### src/rtl/fetch_pkg.sv
// Shared types and constants for the RV32I instruction-fetch sequencer.
// FETCH_MISALIGN_TRAP_EN adds the HALT state used by the misaligned-redirect trap.
package fetch_pkg;

`ifdef FETCH_MISALIGN_TRAP_EN
    typedef enum logic [2:0] {
        ST_BOOT, ST_REQ, ST_WAIT, ST_DROP, ST_HOLD, ST_HALT
    } fetch_state_t;
`else
    typedef enum logic [2:0] {
        ST_BOOT, ST_REQ, ST_WAIT, ST_DROP, ST_HOLD
    } fetch_state_t;
`endif

    localparam logic [31:0] INSTR_NOP = 32'h0000_0013;
    localparam logic [31:0] PC_STEP   = 32'd4;

endpackage

### src/rtl/fetch_controller.sv
// Instruction-fetch sequencer: drives the external PC, the imem handshake and the IF/ID slot.
// Optional FETCH_MISALIGN_TRAP_EN: misaligned redirects raise a sticky flag and halt fetching.
module fetch_controller
    import fetch_pkg::*;
#(
    parameter logic [31:0] RESET_VECTOR = 32'h0000_0000
) (
    input  logic        clk,
    input  logic        rst,
    input  logic [31:0] pc,
    output logic        PC_Write,
    output logic [31:0] next_pc,
    input  logic        stall,
    input  logic        redirect_valid,
    input  logic [31:0] redirect_pc,
    output logic        imem_req,
    output logic [31:0] imem_addr,
    input  logic        imem_gnt,
    input  logic        imem_rvalid,
    input  logic [31:0] imem_rdata,
    output logic        if_valid,
    output logic [31:0] if_instr,
    output logic [31:0] if_pc,
    input  logic        if_ready
`ifdef FETCH_MISALIGN_TRAP_EN
    ,
    output logic        fetch_misalign
`endif
);

    fetch_state_t state_q, state_d;
    logic         if_valid_q, if_valid_d;
    logic [31:0]  if_instr_q, if_instr_d;
    logic [31:0]  if_pc_q, if_pc_d;
    logic         pc_write;
    logic [31:0]  pc_load;
    logic         req;
    logic [31:0]  redir_tgt;
    logic [31:0]  pc_plus4;

`ifdef FETCH_MISALIGN_TRAP_EN
    logic         misalign_q, misalign_d;
    logic         redir_bad;

    assign redir_tgt = redirect_pc;
    assign redir_bad = |redirect_pc[1:0];
`else
    // Without the trap the low bits are simply dropped so the PC stays word aligned.
    assign redir_tgt = redirect_pc & 32'hFFFF_FFFC;
`endif

    assign pc_plus4 = pc + PC_STEP;

    always_comb begin
        state_d    = state_q;
        if_instr_d = if_instr_q;
        if_pc_d    = if_pc_q;
        pc_write   = 1'b0;
        pc_load    = RESET_VECTOR;
        req        = 1'b0;
`ifdef FETCH_MISALIGN_TRAP_EN
        misalign_d = misalign_q;
`endif
        case (state_q)
            ST_BOOT: begin
                pc_write = 1'b1;
                pc_load  = RESET_VECTOR;
                state_d  = ST_REQ;
            end
            ST_REQ: begin
                if (redirect_valid) begin
                    pc_write = 1'b1;
                    pc_load  = redir_tgt;
                end else begin
                    req = !stall;
                    if (!stall && imem_gnt) state_d = ST_WAIT;
                end
            end
            ST_WAIT: begin
                if (redirect_valid) begin
                    pc_write = 1'b1;
                    pc_load  = redir_tgt;
                    state_d  = imem_rvalid ? ST_REQ : ST_DROP;
                end else if (imem_rvalid) begin
                    if_instr_d = imem_rdata;
                    if_pc_d    = pc;
                    pc_write   = 1'b1;
                    pc_load    = pc_plus4;
                    state_d    = ST_HOLD;
                end
            end
            ST_DROP: begin
                // The stale response is swallowed; only its arrival matters.
                if (redirect_valid) begin
                    pc_write = 1'b1;
                    pc_load  = redir_tgt;
                end
                if (imem_rvalid) state_d = ST_REQ;
            end
            ST_HOLD: begin
                if (redirect_valid) begin
                    pc_write = 1'b1;
                    pc_load  = redir_tgt;
                    state_d  = ST_REQ;
                end else if (if_ready && !stall) begin
                    state_d = ST_REQ;
                end
            end
`ifdef FETCH_MISALIGN_TRAP_EN
            ST_HALT: begin
                state_d = ST_HALT;
            end
`endif
            default: state_d = ST_BOOT;
        endcase

`ifdef FETCH_MISALIGN_TRAP_EN
        // A misaligned target overrides whatever the state wanted to do with the redirect.
        if (redirect_valid && redir_bad && state_q != ST_BOOT && state_q != ST_HALT) begin
            state_d    = ST_HALT;
            pc_write   = 1'b0;
            pc_load    = RESET_VECTOR;
            req        = 1'b0;
            if_instr_d = if_instr_q;
            if_pc_d    = if_pc_q;
            misalign_d = 1'b1;
        end
`endif
        if_valid_d = (state_d == ST_HOLD);
    end

    always_ff @(posedge clk or posedge rst) begin
        if (rst) begin
            state_q    <= ST_BOOT;
            if_valid_q <= 1'b0;
            if_instr_q <= INSTR_NOP;
            if_pc_q    <= '0;
        end else begin
            state_q    <= state_d;
            if_valid_q <= if_valid_d;
            if_instr_q <= if_instr_d;
            if_pc_q    <= if_pc_d;
        end
    end

`ifdef FETCH_MISALIGN_TRAP_EN
    always_ff @(posedge clk or posedge rst) begin
        if (rst) misalign_q <= 1'b0;
        else     misalign_q <= misalign_d;
    end

    assign fetch_misalign = misalign_q;
`endif

    // BOOT would otherwise decode a PC load while reset is still held.
    assign PC_Write  = pc_write & ~rst;
    assign next_pc   = pc_load;
    assign imem_req  = req & ~rst;
    assign imem_addr = pc;
    assign if_valid  = if_valid_q;
    assign if_instr  = if_instr_q;
    assign if_pc     = if_pc_q;

endmodule

### config.mk
export PLATFORM = sky130hd
export DESIGN_NAME = fetch_controller
export DESIGN_NICKNAME = d
export VERILOG_FILES = /design/src/rtl/fetch_pkg.sv /design/src/rtl/fetch_controller.sv
export SDC_FILE = /design/constraint.sdc
export NUM_CORES = 1
export LEC_CHECK = 0
export CORE_MARGIN = 3
export CORE_UTILIZATION = 38
export CTS_BUF_LIST = sky130_fd_sc_hd__clkbuf_8
export DETAILED_ROUTE_END_ITERATION = 7
export GPL_TIMING_DRIVEN = 1
export PLACE_DENSITY_LB_ADDON = 0.3
export SLEW_MARGIN = 20
export SYNTH_ARGS = -nofsm -noshare
export SYNTH_HDL_FRONTEND = slang
export SYNTH_SLANG_ARGS = --single-unit
### constraint.sdc
create_clock -name clk -period 2.37 [get_ports clk]
set_input_delay 0.237 -clock clk [delete_from_list [all_inputs] [get_ports clk]]
set_output_delay 0.237 -clock clk [all_outputs]
set_load 0.02 [all_outputs]
==> results.toml <==
[synth]
synthesis.area_um2 = 3770
ys.flop_type = "dfrtp_1"
synth.avg_cell_area_um2 = 7.98
netlist.area_leader.share_pct = 43.2
synth_seq_cells = 68
synth_warnings = 0
ys_seq_area_share_pct = 45.3
synth_cells = 472
yosysTopAreaCell = "dfrtp_1"
ys_types = 38
synth_edf_count = 0
ys_top_cells_by_area = "dfrtp_1 43%, nand2_1 22%, buf_4 6.4%, xor2_1 4.4%, o21ai_0 2.8%"
async_flop_share_pct = 100
synth_nets = 576

[floorplanning]
fp.dieH_um = 106
dieArea_um2 = 11100
pin_count = 234
initial_utilization_pct = 39.8
rows = 35
core_region_area_um2 = 9460
die_x_um = 106

[grt]
grt_pass1_vias = 4221
grt_use_total_pct = 23.2
grt_max_degree = 69
overflow = 0
grt_pass1_wl_um = 20900
antenna_found_initial = 0

[routing]
firstDrtPassIters = 4
drt-total-wl_um = 13000
num_vias = 4074
drtAntennaViolNets = 0
route.detailed.drc = 0
via_per_inst = 4.79
drtIter0Drc = 129
wl_per_cell_um = 15.3

[pwr]
ir_drop_mv = 0.388
p_leak_uw = 0.00320
powerDensity_nw_per_um2 = 594
power_uw = 3910

[placement]
dp_hpwl_um = 10100
port_buffers = 231
gp_congestion = 0.851
place_worst_setup_slack_ns = -0.571

[cts]
cts.sinks = 68
cts_buffers = 9
clk_path_buf_depth = 2
htreeDepth = 3
cts-root-buf = "clkbuf_8"
cts_tree = "yes"
clk_pin_slew_ns = 0.08
clkLatencyLatePin_ns = 0.35

[flow_run]
maxCapViolCount = 0

[sta]
report.final.setup_viol = 0
finClkSkew_ns = 0.0179
timing.final.crit_period_ns = 2.28
fin_ws_ns = 0.0895
fmax_mhz = 439
final_hold_viol_count = 0
tns_ns = 0
slew_headroom_pct = 43.4
rsz0062_at_grt = "true"
hold_ws_ns = 0.267
worst_pin_slew_ns = 0.849
timing.final.crit_share_pct = 96.2
slew_violations = 0

[worst_hold_path]
whs_endpoint = "if_pc[21]"
hp-start = "pc[21]"
hold_path_depth = 4
hp-class = "in2reg"

[critical_path]
r2r_start = "state_q[2]"
reg2reg_depth = 5
rrSetupSlack_ns = 0.82
critPathKind = "in2out"
cp.arrival_ns = 2.04
timing.rr.end = "if_instr[13]"
cp-end-kind = "output port"
critPathLaunchType = "input pin"
cp_data_required_time_ns = 2.13
cp_max_fo = 4

[finish]
num_antenna_cells = 0
drive_gt1_share_pct = 15.5
utilization_pct = 69.5
nets = 820
syn2layout_area_growth_pct = 74.5

[status]
status = "finished clean"
-- placed cells by master (no fill, tap or decap), types with 13 or more instances in the layout --
cell type	count
nand2_1	217
clkdlybuf4s50_1	195
dfrtp_1	65
buf_4	52
o21ai_0	20
xor2_1	19
nand3_1	13
dlygate4sd2_1	13
-- flip-flops by register name, summed over array words and instances (netlist names) --
name and cells:
if_pc 32, state_q 3, if_valid 1, if_instr 32
-- logic make-up after synthesis --
logic type / synth area share, %
adders and majority gates: 0.332
DFF: 45.3
buffers and inverters: 9.50
xor gates and xnor gates: 6.51
and+or+nand+nor: 32.4
AOI/OAI and AO/OA: 6.01
-- synth_stat cells (2+ instances only) --
| cell type | count |
|---|---|
| a21oi_1 | 3 |
| and3_1 | 7 |
| inv_1 | 5 |
| o21ai_2 | 3 |
| buf_2 | 10 |
| a21o_1 | 2 |
| o21ai_1 | 8 |
| nand2_1 | 217 |
| nor2_1 | 10 |
| nand4_1 | 8 |
| nand4_2 | 2 |
| and4_1 | 2 |
| nand2b_1 | 2 |
| nand3_1 | 15 |
| o21ai_0 | 21 |
| and2_1 | 5 |
| dfrtp_1 | 65 |
| xor2_1 | 19 |
| dfstp_2 | 3 |
| xnor2_1 | 9 |
| buf_4 | 32 |
| clkbuf_1 | 8 |
-- layout make-up --
class | count | area [um^2]
inverter | 5 | 22.5
fill | 791 | 2880
clock buffer | 9 | 124
tap | 129 | 161
timing repair buffer | 285 | 2690
sequential | 68 | 1710
multi-input combinational | 347 | 1770
clock inverter | 7 | 98.8
-- layer usage --
layer  global-route usage [%]  part of all wire, %  vias up
met5                        0                    0        -
met4                     7.77                  2.0        0
met3                     7.59                  9.5       21
met2                     41.4                   50      177
met1                     26.1                   38     1911
li1                         -                    -     1965
-- worst max-delay path by stage --
stage	startpoint	to	slack, ns
floorplan	rst	imem_req	0.40
global placement	pc[2]	next_pc[28]	-0.46
detailed placement	pc[2]	next_pc[28]	-0.57
CTS	pc[2]	next_pc[28]	-0.03
global route	pc[2]	next_pc[28]	-0.02
finish	pc[2]	next_pc[28]	0.09
-- worst max-delay path: stages --
cell and delay (ns):
clkdlybuf4s50_1 0.49, ha_2 0.21, nand4_4 0.15, nor4_4 0.24, buf_4 0.17, nand3_2 0.08, xor2_1 0.16, o21ai_1 0.14
buf_4 0.16
-- stage by stage --
step / std cells / instance area, um^2
finish: 850 / 6580
global route: 850 / 6580
CTS: 850 / 6580
detailed placement: 833 / 6360
global placement: 833 / 6360
floorplan: 472 / 3770
-- what timing repair did --
action | 4_1_cts | 5_1_grt
gates resized for setup | 62 | 36
setup buffers | 1 | 0
pin swaps | 4 | 4
endpoints found under the setup margin | 32 | 21
hold buffers | 0 | 0
-- where the power goes --
| group | total, uW | internal [uW] | switching [uW] | leakage (uW) |
|---|---|---|---|---|
| Combinational | 1380 | 685 | 693 | 0.00218 |
| Sequential | 1460 | 1350 | 105 | 0.000907 |
| Clock | 1070 | 597 | 476 | 0.000110 |
Note: power is estimated with default switching activity, not from simulation.
